--- src/rtl/io_bus_master_pkg.sv ---
// Shared I/O bus definitions: port address map, bus direction codes and the
// bus master FSM state encoding.
package io_bus_master_pkg;

    localparam int IO_A0        = 0;
    localparam int IO_D0        = 1;
    localparam int IO_D1        = 2;
    localparam int IO_D2        = 3;
    localparam int IO_D3        = 4;
    localparam int IO_NUM_PORTS = 5;

    localparam logic IO_WRITE = 1'b1;
    localparam logic IO_READ  = 1'b0;

    // state  | meaning
    // IDLE   | waiting for a core request; bus registers hold last transaction
    // SETUP  | address/direction driven, en low, setup counter running
    // ACCESS | single en strobe; read data captured on the closing edge
    // DONE   | one-cycle done pulse, err valid
    typedef enum logic [1:0] {
        ST_IDLE   = 2'd0,
        ST_SETUP  = 2'd1,
        ST_ACCESS = 2'd2,
        ST_DONE   = 2'd3
    } bus_state_e;

endpackage

--- src/rtl/io_bus_master.sv ---
// Initiator side of the CPU I/O bus: turns a single IN/OUT request into a
// timed bus cycle (setup, one-cycle en strobe, read capture, done pulse).
module io_bus_master
    import io_bus_master_pkg::*;
#(
    parameter int BITS         = 16,
    parameter int ADDR_W       = 4,
    parameter int NUM_PORTS    = IO_NUM_PORTS,
    parameter int SETUP_CYCLES = 1
) (
    input  logic              clk,
    input  logic              rst,
    input  logic              req,
    input  logic              req_we,
    input  logic [ADDR_W-1:0] req_addr,
    input  logic [BITS-1:0]   req_wdata,
    output logic              busy,
    output logic              done,
    output logic              err,
    output logic [BITS-1:0]   rdata,
    output logic              io_en,
    output logic              io_rw,
    output logic [ADDR_W-1:0] io_addr,
    output logic [BITS-1:0]   io_wdata,
    input  logic [BITS-1:0]   io_rdata
);

    localparam logic [3:0]      SETUP_LD  = 4'(SETUP_CYCLES);
    localparam logic [ADDR_W:0] NUM_P_EXT = (ADDR_W+1)'(NUM_PORTS);

    bus_state_e        state_q, state_d;
    logic [3:0]        cnt_q, cnt_d;
    logic              io_rw_q, io_rw_d;
    logic [ADDR_W-1:0] io_addr_q, io_addr_d;
    logic [BITS-1:0]   io_wdata_q, io_wdata_d;
    logic [BITS-1:0]   rdata_q, rdata_d;
    logic              err_q, err_d;
    logic              addr_ok;

    assign addr_ok = ({1'b0, req_addr} < NUM_P_EXT);

    always_ff @(posedge clk or posedge rst) begin
        if (rst) begin
            state_q    <= ST_IDLE;
            cnt_q      <= '0;
            io_rw_q    <= 1'b0;
            io_addr_q  <= '0;
            io_wdata_q <= '0;
            rdata_q    <= '0;
            err_q      <= 1'b0;
        end else begin
            state_q    <= state_d;
            cnt_q      <= cnt_d;
            io_rw_q    <= io_rw_d;
            io_addr_q  <= io_addr_d;
            io_wdata_q <= io_wdata_d;
            rdata_q    <= rdata_d;
            err_q      <= err_d;
        end
    end

    always_comb begin
        state_d    = state_q;
        cnt_d      = cnt_q;
        io_rw_d    = io_rw_q;
        io_addr_d  = io_addr_q;
        io_wdata_d = io_wdata_q;
        rdata_d    = rdata_q;
        err_d      = err_q;
        case (state_q)
            ST_IDLE: begin
                if (req) begin
                    io_rw_d    = req_we;
                    io_addr_d  = req_addr;
                    io_wdata_d = req_wdata;
                    err_d      = ~addr_ok;
                    if (!addr_ok) begin
                        state_d = ST_DONE;
                    end else if (SETUP_LD == 4'd0) begin
                        state_d = ST_ACCESS;
                    end else begin
                        state_d = ST_SETUP;
                        cnt_d   = SETUP_LD;
                    end
                end
            end
            ST_SETUP: begin
                // <= 1 rather than == 1 so a corrupted count can never stall here
                if (cnt_q <= 4'd1) begin
                    state_d = ST_ACCESS;
                end else begin
                    cnt_d = cnt_q - 4'd1;
                end
            end
            ST_ACCESS: begin
                if (io_rw_q == IO_READ) begin
                    rdata_d = io_rdata;
                end
                state_d = ST_DONE;
            end
            ST_DONE: begin
                state_d = ST_IDLE;
            end
            default: begin
                state_d = ST_IDLE;
            end
        endcase
    end

    // Strobes decode straight from the state register so async reset kills them at once.
    assign io_en    = (state_q == ST_ACCESS);
    assign busy     = (state_q != ST_IDLE);
    assign done     = (state_q == ST_DONE);
    assign err      = err_q & (state_q == ST_DONE);
    assign io_rw    = io_rw_q;
    assign io_addr  = io_addr_q;
    assign io_wdata = io_wdata_q;
    assign rdata    = rdata_q;

endmodule

--- config.mk ---
export PLATFORM = sky130hd
export DESIGN_NAME = io_bus_master
export DESIGN_NICKNAME = d
export VERILOG_FILES = /design/src/rtl/io_bus_master_pkg.sv /design/src/rtl/io_bus_master.sv
export SDC_FILE = /design/constraint.sdc
export NUM_CORES = 1
export LEC_CHECK = 0
export CELL_PAD_IN_SITES_DETAIL_PLACEMENT = 1
export CELL_PAD_IN_SITES_GLOBAL_PLACEMENT = 2
export CORE_AREA = 2 2 84 86
export CTS_BUF_LIST = sky130_fd_sc_hd__clkbuf_8
export CTS_CLUSTER_SIZE = 10
export DETAILED_ROUTE_END_ITERATION = 8
export DIE_AREA = 0 0 86 88
export GPL_ROUTABILITY_DRIVEN = 0
export PLACE_DENSITY = 0.91
export SLEW_MARGIN = 20
export SYNTH_ARGS = -nofsm -noshare
export SYNTH_HDL_FRONTEND = slang
export SYNTH_SLANG_ARGS = --single-unit
export TNS_END_PERCENT = 5
--- constraint.sdc ---
create_clock -name clk -period 4.6 [get_ports clk]
set_clock_uncertainty 0.05 [all_clocks]
set_input_delay 1.15 -clock clk [delete_from_list [all_inputs] [get_ports clk]]
set_output_delay 1.15 -clock clk [all_outputs]
set_load 0.01 [all_outputs]
==> results.sh, run 1 <==
export IMPL_cpPeakStageDelay_ns=0.48
export IMPL_grt_max_degree=45
export IMPL_power_density_nw_per_um2=652.0
export IMPL_crit_slowest_cell="clkdlybuf4s50_1"
export IMPL_holdBufCountCts=0
export IMPL_drive_gt1_share_pct=23.15
export IMPL_die_h_um=88
export IMPL_critPathKind="flip-flop to primary output"
export IMPL_numCtsBuffers=5
export IMPL_fmaxAchievable_mhz=336.0
export IMPL_final_max_slew_viol_count=0
export IMPL_grt_pass1_wl_mm=7.017
export IMPL_p_clk_share_pct=15.7
export IMPL_area_growth_pct=53.32
export IMPL_worstMarginPinSlew_ns=0.9938
export IMPL_path_common_cell="inv_1"
export IMPL_min_period_ns=2.976
export IMPL_cts_setup_buffers=0
export IMPL_whs_ns=0.4580
export IMPL_die_w_um=86
export IMPL_met2_length_mm=2.100
export IMPL_routed_wl_met3_um=360
export IMPL_multi_input_area_um2=709.4
export IMPL_nFillCells=712
export IMPL_seqCellArea_um2=1101
export IMPL_drtIter0Drc=58
export IMPL_antenna_found_initial=0
export IMPL_drc=0
export IMPL_p_total_mw=1.865
export IMPL_syn_num_nets=178
export IMPL_clock_root_buffer="clkbuf_8"
export IMPL_synth_area_um2=1866
export IMPL_routed_wirelength_mm=4.243
export IMPL_wl_met1_mm=1.747
export IMPL_seqPwrFrac_pct=35.3
export IMPL_grt_pass1_vias=1455
export IMPL_viasPerCell=4.635
export IMPL_grtUsageTotal_pct=11.80
export IMPL_dpl_cell_count=288
export IMPL_cts_tree="done"
export IMPL_ff2ff_setup_slack_ns=2.04
export IMPL_gr_total_overflow=0
export IMPL_slew_headroom_pct=33.59
export IMPL_synth_common_cells="44 x dfrtp_1, 37 x mux2_2, 8 x inv_1, 6 x ha_1, 6 x nor2_1"
export IMPL_clk_latency_ns=0.29
export IMPL_p_sw_mw=0.5679
export IMPL_synth_top_area_cell="dfrtp_1"
export IMPL_num_vias=1372
export IMPL_start_util_pct=28.08
export IMPL_reg2regPathDepth=6
export IMPL_synth_edf_count=0
export IMPL_fin_tns_setup_ns=0
export IMPL_synth_top_flop_cell="dfrtp_1"
export IMPL_fp_coreArea_um2=6644
export IMPL_avgSynthCellArea_um2=14.13
export IMPL_cts_resized=0
export IMPL_status="complete, no violations"
export IMPL_rsz0062_at_grt="false"
export IMPL_drtAntennaViolNets=0
export IMPL_io_pins=81
export IMPL_fin_util_pct=43.05
export IMPL_cts_max_level=2
export IMPL_hold_viol_final=0
export IMPL_ys_types=25
export IMPL_p_leak_nw=1.174
export IMPL_ys_warn_count=0
export IMPL_cp_data_arrival_time_ns=1.78
export IMPL_nets=261
export IMPL_cts_sinks=44
export IMPL_clkTransAtPathRegs_ns=0.08
export IMPL_path_max_fanout=9
export IMPL_crit_path_start_kind="flip-flop"
export IMPL_routedWlPerCell_um=14.33
export IMPL_syn_inst=132
export IMPL_yosysMostFrequentCell="dfrtp_1"
export IMPL_n_antenna_cell=0
export IMPL_combinationalPowerShare_pct=49.0
export IMPL_path_cells="inv_1 > ha_1 > inv_1 > clkdlybuf4s50_1"
export IMPL_hold_class="flip-flop to flip-flop"
export IMPL_top_layer="met4"
export IMPL_ys_seq_area_share_pct=59.02
export IMPL_period_share_pct=64.71
export IMPL_hold_depth=2
export IMPL_dieArea_um2=7568
export IMPL_clock_path_buffers=2
export IMPL_buffer_ports_inserted=80
export IMPL_vdd_drop_max_mv=0.2531
export IMPL_worst_setup_path_end_kind="primary output"
export IMPL_dpl_hpwl_mm=3.138
export IMPL_setup_viol=0
export IMPL_power_internal_mw=1.297
export IMPL_drv_cap=0
export IMPL_yosysTopAreaCellShare_pct=59.02
export IMPL_stdcell_count=296
export IMPL_synth_area_leaders="dfrtp_1 59%, mux2_2 22%, ha_1 4.0%"
export IMPL_rows=30
export IMPL_dr_pass1_iters=4
export IMPL_ys_async_sr_fraction_pct=100.0
export IMPL_ys_ff_latch=44
export IMPL_switching_share_pct=30.45
export IMPL_worstPathRequired_ns=3.40
==> per-stage QoR <==
stage,worst slack (ns),cell area [µm²]
after floorplan,2.369,1866
after global placement,1.463,2749
after detailed placement,1.410,2749
after CTS,1.615,2860
after global routing,1.548,2860
final,1.624,2860
==> power by group through the flow <==
stage,combinational [mW],clock [mW],sequential [mW]
final,0.914,0.293,0.658
after floorplan,0.367,0,0.743
after global routing,0.988,0.317,0.689
after detailed placement,0.926,0,0.669
after CTS,0.931,0.306,0.663
after global placement,0.915,0,0.662
==> layer usage <==
metal | vias to the layer above | GRT usage (%)
met3 | 4 | 5.184
met4 | 0 | 3.030
met1 | 683 | 13.96
met5 | - | 0
met2 | 49 | 19.73
li1 | 636 | -
==> cell type report <==
class                           instances  share of cell area [%]
Clock buffer                            5                   2.406
Clock inverter                          3                   1.487
Inverter                                8                   1.050
Multi-Input combinational cell         75                   24.80
Sequential cell                        44                   38.50
Tap cell                               80                   3.500
Timing Repair Buffer                   81                   28.26
==> logic make-up after synthesis <==
kind of cell / share of synthesized area [%]
multiplexers: 22.33
adder cells (fa/ha/maj): 4.024
flip-flops: 59.02
AO/OA/AOI/OAI: 7.647
buffers and inverters: 2.951
AND/OR/NAND/NOR: 4.024
==> worst max-delay path, delay by kind of cell, from the launching register on <==
family / cells / cell delay, ns
adder cells (fa/ha/maj): 1 / 0.40
buffers and inverters: 3 / 0.65
flip-flops: 1 / 0.43
==> placed cells by master (no fill, tap or decap), types with 2 or more instances in the layout <==
master,Yosys,final
clkdlybuf4s50_1,0,80
dfrtp_1,44,44
mux2_2,37,37
inv_1,8,7
nor2_1,6,6
ha_1,6,6
clkbuf_8,0,5
nand2_1,3,3
a21oi_1,3,3
nor3_1,2,2
nor2b_1,2,2
nor4_1,2,2
==> path summary, 6_finish.rpt <==
check / start / endpoint
max: state_q[1] / busy
min reg2reg: err_q / err_q
min: err_q / err_q
max in group asynchronous: rst / io_wdata[0]
max reg2reg: state_q[1] / state_q[1]
min in group asynchronous: rst / io_wdata[12]
==> sequential cells by signal (all words and copies together) (netlist names) <==
signal / count
cnt_q: 4
io_wdata: 16
io_addr: 4
state_q: 2
err_q: 1
rdata: 16
io_rw: 1
Note: power is estimated with default switching activity, not from simulation.
==> run 2: changes to the inputs <==
--- a/config.mk
+++ b/config.mk
@@ -7,13 +7,13 @@
 export LEC_CHECK = 0
 export CELL_PAD_IN_SITES_DETAIL_PLACEMENT = 1
 export CELL_PAD_IN_SITES_GLOBAL_PLACEMENT = 2
-export CORE_AREA = 2 2 84 86
+export CORE_AREA = 2 2 87 89
 export CTS_BUF_LIST = sky130_fd_sc_hd__clkbuf_8
 export CTS_CLUSTER_SIZE = 10
 export DETAILED_ROUTE_END_ITERATION = 8
-export DIE_AREA = 0 0 86 88
+export DIE_AREA = 0 0 89 91
 export GPL_ROUTABILITY_DRIVEN = 0
-export PLACE_DENSITY = 0.91
+export PLACE_DENSITY = 0.86
 export SLEW_MARGIN = 20
 export SYNTH_ARGS = -nofsm -noshare
 export SYNTH_HDL_FRONTEND = slang
==> constraint.sdc (replaced) <==
create_clock -name clk -period 2.75 [get_ports clk]
set_clock_uncertainty 0.05 [all_clocks]
set_input_delay 0.6875 -clock clk [delete_from_list [all_inputs] [get_ports clk]]
set_output_delay 0.6875 -clock clk [all_outputs]
set_load 0.01 [all_outputs]
==> run 2 against run 1 <==
  * Clock power rose by 60%
  * Power rose by 68%
  * Die area rose by 7.0%
  * Worst setup slack got worse by 1.2 ns
  * Worst hold slack improved by 0.0022 ns
  * Sequential power rose by 69%
  * Sequential cell count did not move
  * Non-clock buffer count rose by 4
==> results.sh, run 2 (synthesized netlist as in run 1, its figures left out) <==
export IMPL_critPathKind="flip-flop to primary output"
export IMPL_cpPeakStageDelay_ns=0.56
export IMPL_worstPathRequired_ns=2.01
export IMPL_io_pins=81
export IMPL_ff2ff_setup_slack_ns=1.01
export IMPL_clkTransAtPathRegs_ns=0.08
export IMPL_drc=0
export IMPL_drtAntennaViolNets=0
export IMPL_routed_wirelength_mm=4.581
export IMPL_min_period_ns=2.308
export IMPL_p_sw_mw=0.9529
export IMPL_start_util_pct=26.14
export IMPL_crit_family="buffers and inverters"
export IMPL_die_h_um=91
export IMPL_grt_pass1_wl_mm=7.652
export IMPL_cts_tree="done"
export IMPL_clock_path_buffers=2
export IMPL_viasPerCell=4.366
export IMPL_nets=265
export IMPL_buffer_ports_inserted=80
export IMPL_cts_setup_buffers=0
export IMPL_place_ws_ns=0.3920
export IMPL_fp_coreArea_um2=7137
export IMPL_holdBufCountCts=0
export IMPL_worstMarginPinSlew_ns=0.4443
export IMPL_cts_sinks=44
export IMPL_path_depth=3
export IMPL_num_vias=1384
export IMPL_hold_depth=1
export IMPL_routedWlPerCell_um=14.45
export IMPL_mostFrequentLayoutCell="clkdlybuf4s50_1"
export IMPL_rows=31
export IMPL_area_growth_pct=56.20
export IMPL_grt_max_degree=27
export IMPL_cp_data_arrival_time_ns=1.57
export IMPL_final_area_um2=2914
export IMPL_dpl_hpwl_mm=3.551
export IMPL_power_internal_mw=2.180
export IMPL_hold_class="flip-flop to flip-flop"
export IMPL_gr_total_overflow=0
export IMPL_drtIter0Drc=24
export IMPL_combinationalPowerShare_pct=49.6
export IMPL_dieArea_um2=8099
export IMPL_final_max_slew_viol_count=0
export IMPL_path_cells="inv_1 > ha_1 > clkdlybuf4s50_1"
export IMPL_setup_viol=0
export IMPL_grt_pass1_vias=1616
export IMPL_p_clk_share_pct=14.9
export IMPL_p_leak_nw=1.193
export IMPL_clock_root_buffer="clkbuf_8"
export IMPL_fmaxAchievable_mhz=433.3
export IMPL_slew_headroom_pct=70.34
export IMPL_reg2regPathDepth=6
export IMPL_placed_area_um2=2815
export IMPL_dpl_cell_count=311
export IMPL_p_total_mw=3.133
export IMPL_hp_start="io_wdata[1]"
export IMPL_rsz0062_at_grt="false"
export IMPL_antenna_found_initial=0
export IMPL_vdd_drop_max_mv=0.4274
export IMPL_cts_resized=0
export IMPL_setup_slack_ns=0.4419
export IMPL_drv_cap=0
export IMPL_crit_path_start_kind="flip-flop"
export IMPL_clk_latency_ns=0.29
export IMPL_drive_gt1_share_pct=23.85
export IMPL_period_share_pct=83.93
export IMPL_regToRegStartpoint="state_q[0]"
export IMPL_worst_setup_path_end_kind="primary output"
export IMPL_hold_viol_final=0
export IMPL_status="complete, no violations"
export IMPL_grtUsageTotal_pct=12.16
export IMPL_numCtsBuffers=5
export IMPL_die_w_um=89
export IMPL_crit_slowest_cell="clkdlybuf4s50_1"
export IMPL_min_to="io_wdata[1]"
export IMPL_n_antenna_cell=0
export IMPL_power_density_nw_per_um2=1075
export IMPL_fin_tns_setup_ns=0
export IMPL_stdcell_count=317
export IMPL_r2r_end="io_wdata[12]"
export IMPL_seqPwrFrac_pct=35.5
export IMPL_dr_pass1_iters=4
export IMPL_nFillCells=787
export IMPL_path_max_fanout=4
export IMPL_cts_max_level=2
export IMPL_switching_share_pct=30.42
export IMPL_worst_path_buf_inv=2
export IMPL_layout_common_cells="80 x clkdlybuf4s50_1, 44 x dfrtp_1, 37 x mux2_2"
[run 2: cell count changes in the layout (fill, tap and decap cells not counted)]
cell and delta:
buf_4 +3, clkinvlp_4 -1, buf_12 +1, clkinv_2 -1
[run 2: how the worst max path moves through the flow]
stage                    end  slack [ns]         from
detailed placement  cnt_q[0]        0.39  req_addr[0]
CTS                    io_en        0.40   state_q[0]
global placement    cnt_q[0]        0.47  req_addr[0]
global route            busy        0.34   state_q[0]
finish                 io_en        0.44   state_q[0]
floorplan           cnt_q[0]        0.98          rst
[run 2: cell type report]
class / instances / area (µm²) / area share (%)
inverter: 8 / 30.03 / 1.030
clock inverter: 1 / 30.03 / 1.030
tap: 99 / 123.9 / 4.251
clock buffer: 5 / 68.82 / 2.362
sequential: 44 / 1101 / 37.78
multi-input combinational: 75 / 709.4 / 24.35
timing repair buffer: 85 / 850.8 / 29.20
[run 2: per-layer routing]
layer / share of wire, % / wire (µm) / GRT usage [%] / vias to the layer above
met4: 0.63 / 29 / 2.239 / 0
met5: 0 / 0 / 0 / -
met3: 7.3 / 336 / 5.182 / 4
li1: - / - / - / 639
met2: 53 / 2431 / 20.90 / 42
met1: 39 / 1784 / 14.07 / 699
[run 2: stage by stage]
step                utilization [%]  hold slack, ns
floorplan                         -          0.4044
global placement              39.45          0.4361
detailed placement            39.45          0.4438
CTS                           40.83          0.4619
global route                  40.83          0.4784
finish                        40.83          0.4602
[run 2: power groups by stage]
stage	logic [mW]	registers (mW)	clock network (mW)
final	1.55	1.11	0.468
after global routing	1.67	1.15	0.510
after CTS	1.59	1.12	0.494
after detailed placement	1.58	1.13	0
after global placement	1.55	1.11	0
after floorplan	0.614	1.24	0
